**src/rtl/mem_stage.sv**
```systemverilog
// mem_stage: memory-access stage of the five-stage pipeline.
// Non-memory results pass straight through to writeback. LW/LB/LBU/SW/SB
// perform one access on a req/ack bus while the upstream stage is stalled.
// Every output is taken directly from a register.
module mem_stage #(
    parameter int unsigned TIMEOUT = 255
) (
    input  logic        clk,
    input  logic        rst,
    input  logic        ex_valid_i,
    input  logic [4:0]  ex_wd_i,
    input  logic        ex_wreg_i,
    input  logic [31:0] ex_wdata_i,
    input  logic [2:0]  ex_memop_i,
    input  logic [31:0] ex_addr_i,
    input  logic [31:0] ex_sdata_i,
    output logic        stall_o,
    output logic        mem_req_o,
    output logic        mem_we_o,
    output logic [31:0] mem_addr_o,
    output logic [3:0]  mem_sel_o,
    output logic [31:0] mem_wdata_o,
    input  logic [31:0] mem_rdata_i,
    input  logic        mem_ack_i,
    output logic        wb_valid_o,
    output logic [4:0]  wb_wd_o,
    output logic        wb_wreg_o,
    output logic [31:0] wb_wdata_o,
    output logic        align_err_o,
    output logic        bus_err_o
);

    typedef enum logic [0:0] {
        IDLE = 1'b0,
        WAIT = 1'b1
    } state_t;

    localparam logic [2:0] OP_LW  = 3'd1;
    localparam logic [2:0] OP_LB  = 3'd2;
    localparam logic [2:0] OP_LBU = 3'd3;
    localparam logic [2:0] OP_SW  = 3'd4;
    localparam logic [2:0] OP_SB  = 3'd5;

    // The access gives up in the WAIT cycle whose increment would reach TIMEOUT.
    localparam logic [7:0] TIMEOUT_LAST = 8'(TIMEOUT - 1);

    // Big-endian lane select: offset 0 is bits 31:24.
    function automatic logic [3:0] lane_sel(input logic [2:0] op, input logic [1:0] off);
        logic [3:0] sel_v;
        if ((op == OP_LW) || (op == OP_SW)) begin
            sel_v = 4'b1111;
        end else begin
            sel_v = 4'b1000 >> off;
        end
        return sel_v;
    endfunction

    // Shape the returned bus word into the writeback value for a load.
    function automatic logic [31:0] load_result(input logic [2:0] op, input logic [1:0] off,
                                                input logic [31:0] rdata);
        logic [31:0] shifted_v;
        logic [7:0]  byte_v;
        logic [31:0] res_v;
        shifted_v = rdata >> {(2'b11 - off), 3'b000};
        byte_v    = shifted_v[7:0];
        case (op)
            OP_LW:   res_v = rdata;
            OP_LB:   res_v = {{24{byte_v[7]}}, byte_v};
            OP_LBU:  res_v = {24'h00_0000, byte_v};
            default: res_v = 32'h0000_0000;
        endcase
        return res_v;
    endfunction

    state_t      state_r, state_s;
    logic [7:0]  cnt_r, cnt_s;
    logic [4:0]  lat_wd_r, lat_wd_s;
    logic        lat_wreg_r, lat_wreg_s;
    logic [2:0]  lat_op_r, lat_op_s;
    logic [1:0]  lat_off_r, lat_off_s;

    logic        stall_r, stall_s;
    logic        req_r, req_s;
    logic        we_r, we_s;
    logic [31:0] addr_r, addr_s;
    logic [3:0]  sel_r, sel_s;
    logic [31:0] mwdata_r, mwdata_s;
    logic        wb_valid_r, wb_valid_s;
    logic [4:0]  wb_wd_r, wb_wd_s;
    logic        wb_wreg_r, wb_wreg_s;
    logic [31:0] wb_wdata_r, wb_wdata_s;
    logic        align_err_r, align_err_s;
    logic        bus_err_r, bus_err_s;

    logic        is_word_s;
    logic        is_store_s;
    logic        is_store_lat_s;

    // Next-state and next-output logic for the IDLE/WAIT access controller.
    always_comb begin
        state_s     = state_r;
        cnt_s       = cnt_r;
        lat_wd_s    = lat_wd_r;
        lat_wreg_s  = lat_wreg_r;
        lat_op_s    = lat_op_r;
        lat_off_s   = lat_off_r;
        req_s       = req_r;
        we_s        = we_r;
        addr_s      = addr_r;
        sel_s       = sel_r;
        mwdata_s    = mwdata_r;
        wb_valid_s  = 1'b0;
        wb_wd_s     = wb_wd_r;
        wb_wreg_s   = 1'b0;
        wb_wdata_s  = wb_wdata_r;
        align_err_s = 1'b0;
        bus_err_s   = 1'b0;

        is_word_s      = (ex_memop_i == OP_LW) || (ex_memop_i == OP_SW);
        is_store_s     = (ex_memop_i == OP_SW) || (ex_memop_i == OP_SB);
        is_store_lat_s = (lat_op_r == OP_SW) || (lat_op_r == OP_SB);

        case (state_r)
            IDLE: begin
                if (ex_valid_i) begin
                    case (ex_memop_i)
                        OP_LW, OP_LB, OP_LBU, OP_SW, OP_SB: begin
                            if (is_word_s && (ex_addr_i[1:0] != 2'b00)) begin
                                wb_valid_s  = 1'b1;
                                wb_wd_s     = ex_wd_i;
                                wb_wreg_s   = 1'b0;
                                wb_wdata_s  = 32'h0000_0000;
                                align_err_s = 1'b1;
                            end else begin
                                state_s    = WAIT;
                                cnt_s      = 8'd0;
                                lat_wd_s   = ex_wd_i;
                                lat_wreg_s = ex_wreg_i;
                                lat_op_s   = ex_memop_i;
                                lat_off_s  = ex_addr_i[1:0];
                                req_s      = 1'b1;
                                we_s       = is_store_s;
                                addr_s     = {ex_addr_i[31:2], 2'b00};
                                sel_s      = lane_sel(ex_memop_i, ex_addr_i[1:0]);
                                if (ex_memop_i == OP_SB) begin
                                    mwdata_s = {4{ex_sdata_i[7:0]}};
                                end else begin
                                    mwdata_s = ex_sdata_i;
                                end
                            end
                        end
                        default: begin
                            wb_valid_s = 1'b1;
                            wb_wd_s    = ex_wd_i;
                            wb_wreg_s  = ex_wreg_i;
                            wb_wdata_s = ex_wdata_i;
                        end
                    endcase
                end else begin
                    state_s = IDLE;
                end
            end
            WAIT: begin
                if (mem_ack_i) begin
                    state_s    = IDLE;
                    req_s      = 1'b0;
                    wb_valid_s = 1'b1;
                    wb_wd_s    = lat_wd_r;
                    if (is_store_lat_s) begin
                        wb_wreg_s  = 1'b0;
                        wb_wdata_s = 32'h0000_0000;
                    end else begin
                        wb_wreg_s  = lat_wreg_r;
                        wb_wdata_s = load_result(lat_op_r, lat_off_r, mem_rdata_i);
                    end
                end else if (cnt_r == TIMEOUT_LAST) begin
                    state_s    = IDLE;
                    cnt_s      = cnt_r + 8'd1;
                    req_s      = 1'b0;
                    wb_valid_s = 1'b1;
                    wb_wd_s    = lat_wd_r;
                    wb_wreg_s  = 1'b0;
                    wb_wdata_s = 32'h0000_0000;
                    bus_err_s  = 1'b1;
                end else begin
                    cnt_s = cnt_r + 8'd1;
                end
            end
            default: begin
                state_s = IDLE;
                req_s   = 1'b0;
            end
        endcase

        stall_s = (state_s == WAIT);
    end

    // State, latched instruction fields and all registered outputs.
    always_ff @(posedge clk) begin
        if (rst) begin
            state_r     <= IDLE;
            cnt_r       <= 8'd0;
            lat_wd_r    <= 5'd0;
            lat_wreg_r  <= 1'b0;
            lat_op_r    <= 3'd0;
            lat_off_r   <= 2'd0;
            stall_r     <= 1'b0;
            req_r       <= 1'b0;
            we_r        <= 1'b0;
            addr_r      <= 32'h0000_0000;
            sel_r       <= 4'b0000;
            mwdata_r    <= 32'h0000_0000;
            wb_valid_r  <= 1'b0;
            wb_wd_r     <= 5'd0;
            wb_wreg_r   <= 1'b0;
            wb_wdata_r  <= 32'h0000_0000;
            align_err_r <= 1'b0;
            bus_err_r   <= 1'b0;
        end else begin
            state_r     <= state_s;
            cnt_r       <= cnt_s;
            lat_wd_r    <= lat_wd_s;
            lat_wreg_r  <= lat_wreg_s;
            lat_op_r    <= lat_op_s;
            lat_off_r   <= lat_off_s;
            stall_r     <= stall_s;
            req_r       <= req_s;
            we_r        <= we_s;
            addr_r      <= addr_s;
            sel_r       <= sel_s;
            mwdata_r    <= mwdata_s;
            wb_valid_r  <= wb_valid_s;
            wb_wd_r     <= wb_wd_s;
            wb_wreg_r   <= wb_wreg_s;
            wb_wdata_r  <= wb_wdata_s;
            align_err_r <= align_err_s;
            bus_err_r   <= bus_err_s;
        end
    end

    assign stall_o     = stall_r;
    assign mem_req_o   = req_r;
    assign mem_we_o    = we_r;
    assign mem_addr_o  = addr_r;
    assign mem_sel_o   = sel_r;
    assign mem_wdata_o = mwdata_r;
    assign wb_valid_o  = wb_valid_r;
    assign wb_wd_o     = wb_wd_r;
    assign wb_wreg_o   = wb_wreg_r;
    assign wb_wdata_o  = wb_wdata_r;
    assign align_err_o = align_err_r;
    assign bus_err_o   = bus_err_r;

endmodule

```
**config.mk**
```make
export PLATFORM = sky130hd
export DESIGN_NAME = mem_stage
export DESIGN_NICKNAME = d
export VERILOG_FILES = /design/src/rtl/mem_stage.sv
export SDC_FILE = /design/constraint.sdc
export NUM_CORES = 1
export LEC_CHECK = 0
export ABC_AREA = 1
export BUFFER_PORTS_ARGS = -buffer_cell sky130_fd_sc_hd__buf_4
export CAP_MARGIN = 20
export CELL_PAD_IN_SITES_DETAIL_PLACEMENT = 1
export CELL_PAD_IN_SITES_GLOBAL_PLACEMENT = 1
export CORE_ASPECT_RATIO = 1.5
export CORE_MARGIN = 10
export CORE_UTILIZATION = 35
export CTS_CLUSTER_DIAMETER = 150
export CTS_CLUSTER_SIZE = 40
export DETAILED_ROUTE_END_ITERATION = 6
export PLACE_DENSITY = 0.95
export SLEW_MARGIN = 15
export SYNTH_ARGS = -nofsm -noshare
export SYNTH_HDL_FRONTEND = slang
export SYNTH_SLANG_ARGS = --single-unit
```
**constraint.sdc**
```tcl
create_clock -name clk -period 3.3 [get_ports clk]
set_input_delay 0.33 -clock clk [delete_from_list [all_inputs] [get_ports clk]]
set_output_delay 0.33 -clock clk [all_outputs]
set_load 0.03 [all_outputs]
```
==> impl_metrics.tcl <==
set metrics [dict create \
    synthSimpleGateAreaFrac_pct 35.5 \
    crit_slowest_cell "buf_4" \
    fin_skew_ns 0.00909 \
    rsz0062_at_grt "no" \
    wl_met1_um 9520 \
    p_total_mw 4.57 \
    ys_warn_count 0 \
    fmax_mhz 404 \
    cts-resized-gates 0 \
    area_delta_synth_final_pct 38.6 \
    holdBufCountCts 0 \
    synth_top_cell_by_area "dfxtp_1" \
    crit_chain "inv_2, nand2_1, inv_1, nand3_2, buf_4, nand2_1, a21oi_1" \
    overflow 0 \
    antenna_found_initial 0 \
    swShare_pct 32.4 \
    grt_pass1_wl_um 40500 \
    drt_iter0_markers 309 \
    rr_worst_depth 7 \
    drc 0 \
    synth_mux_area_share_pct 0 \
    core_area_um2 18000 \
    top_layer "met4" \
    yosys-top-cells-count "nand2_1, dfxtp_1, a21oi_1" \
    synth_edf_count 0 \
    rr_endpoint "mem_wdata_o[18]" \
    worst_ep_required_time_ns 3.61 \
    worstHoldEndpoint "mem_addr_o[8]" \
    drive_gt1_share_pct 24.7 \
    postCtsSetupBuffers 0 \
    wl_per_cell_um 17.8 \
    synthAdderAreaFrac_pct 0.389 \
    synth_top_family_by_area "simple AND/OR/NAND/NOR gates" \
    ios 253 \
    avgSynthCellArea_um2 6.29 \
    die_x_um 131 \
    die_y_um 186 \
    clkPwrFrac_pct 39.6 \
    path_clk_slew_ns 0.06 \
    io_buffers 250 \
    initial_utilization_pct 35.7 \
    grt_pass1_vias 7820 \
    htree_levels 4 \
    hold_viol 0 \
    worst_pin_slew_ns 1.02 \
    routed-wl-met3_um 1950 \
    synth_most_common_cell "nand2_1" \
    relSlewSlack_pct 32.3 \
    status "complete, no violations" \
    synthDistinctLibCells 28 \
    cts_buffers 17 \
    grt_max_degree 91 \
    timing.hold.ws_ns 0.164 \
    synthCells 1024 \
    finalSetupViolCount 0 \
    yosysSeqAreaShare_pct 40.1 \
    place.gp.congestion 0.873 \
    power_leakage_nw 4.24 \
    holdPathStages 3 \
    clock_path_buffers 2 \
    totalWireLength_um 26200 \
    die_area_um2 24300 \
    dpl-instance-area_um2 8360 \
    net-switching-power_mw 1.48 \
    vdd_drop_max_mv 0.370 \
    cts_tree "done" \
    slowest_delay_ns 0.68 \
    fp-row-count 60 \
    insertion_delay_ns 0.42 \
    seqPwrFrac_pct 37.7 \
    ys_seq_elements 129 \
    critPathMostFrequentCell "nand2_1" \
    synth.area.top_cells "dfxtp_1, nand2_1, a21oi_1" \
    endpoint_kind "flop" \
    synthXorXnorAreaFrac_pct 0.272 \
    slew_violations 0 \
    r2r_slack_ns 0.83 \
    comb_power_share_pct 22.7 \
    fin_ws_ns 0.825 \
    synthArstFlopShare_pct 0 \
    nets 1385 \
    synth.cell_area_um2 6440 \
    post-dp-hpwl_um 19700 \
    n_fill_cell 2414 \
    first_pass_iters 4 \
    worstHoldStart "ex_addr_i[8]" \
    fin_crit_ns 2.47 \
    synth_compound_area_share_pct 13.0 \
    setup_tns_ns 0 \
    timing.rr.start "stall_o" \
    dr_wl_met2_um 14000 \
    critPathLaunchType "flop" \
    post_drt_via_cell_ratio 5.02 \
    critPathKind "flop to flop" \
    root_buffer "clkbuf_16" \
    grt_usage_pct 21.1 \
    p_int_mw 3.09 \
    crit_fanout 84 \
    ant_nets 0 \
    ys.flop_type "dfxtp_1" \
    period_share_pct 75.0 \
    synth_top_area_share_pct 40.1 \
    worstPathArrival_ns 2.78 \
    drv_cap 0 \
    cts.sinks 129 \
    hold_class "input pin to flop" \
    power.density_nw_per_um2 512 \
    pre_cts_ws_ns 0.977 \
    vias 7399 \
    fin_area_um2 8930 \
]
[cells in the final DEF, fill, tap and decap left out, types with 4 or more instances in the layout]
| cell type | n |
|---|---|
| a21oi_1 | 128 |
| buf_4 | 259 |
| clkbuf_16 | 17 |
| clkinv_4 | 5 |
| dfxtp_1 | 129 |
| inv_1 | 89 |
| inv_2 | 6 |
| inv_6 | 4 |
| nand2_1 | 404 |
| nand3_1 | 69 |
| nor2_1 | 79 |
| o21ai_0 | 34 |
[area by class of cell]
class	instances	area (µm²)	share of cell area [%]
multi-input cells	739	3190	35.7
repair buffers	260	1960	22.0
flip-flops and latches	129	2580	28.9
well taps	217	272	3.04
clock buffers	19	433	4.85
diodes	1	2.50	0.0280
clock inverters	13	129	1.44
inverters	95	357	3.99
[per-layer routing]
layer  global-route usage (%)  vias up
met4                     7.99        0
met2                     39.2      225
met5                        0        -
li1                         -     3627
met1                     21.1     3509
met3                     7.00       38
[metrics by stage]
stage,utilization [%],cells
6_report,49.5,1473
3_3_place_gp,46.4,1440
5_1_grt,49.5,1472
2_1_floorplan,-,1025
4_1_cts,49.5,1472
3_5_place_dp,46.4,1440
[state kept, by name, summed over array words and instances, names as in the netlist]
register and cells:
align_err_o 1, bus_err_o 1, cnt_r 8, lat_off_r 2, lat_op_r 3, lat_wd_r 5, lat_wreg_r 1, mem_addr_o 30
mem_req_o 1, mem_sel_o 4, mem_wdata_o 32, mem_we_o 1, stall_o 1, wb_valid_o 1, wb_wd_o 5, wb_wdata_o 32
wb_wreg_o 1
[worst max-delay path by stage]
stage            start               to  slack (ns)
5_1_grt        stall_o  mem_wdata_o[18]        0.71
2_1_floorplan  stall_o         cnt_r[5]        1.75
3_5_place_dp   stall_o      lat_op_r[2]        0.98
6_report       stall_o  mem_wdata_o[18]        0.83
4_1_cts        stall_o  mem_wdata_o[18]        0.84
3_3_place_gp   stall_o         mem_we_o        1.01
[power groups by stage]
| stage | clock network, mW | registers (mW) | logic [mW] |
|---|---|---|---|
| floorplan | 0 | 1.93 | 0.435 |
| global placement | 0 | 1.75 | 1.02 |
| detailed placement | 0 | 1.76 | 1.04 |
| CTS | 1.84 | 1.72 | 1.05 |
| global route | 1.92 | 1.74 | 1.14 |
| finish | 1.81 | 1.72 | 1.04 |
[cells by family after synthesis]
| family | count (synthesis) |
|---|---|
| buf+inv | 157 |
| xor+xnor | 2 |
| fa+ha+maj | 2 |
| simple gates | 568 |
| flops | 129 |
| compound gates | 165 |
| other cells | 1 |
[critical path, delay by kind of cell, from the launching register on]
family                 cells  cell delay, ns
AO/OA/AOI/OAI              1            0.32
buffers and inverters      3            1.07
flip-flops                 1            0.53
AND/OR/NAND/NOR            3            0.44
(Power assumes the default switching activity.)
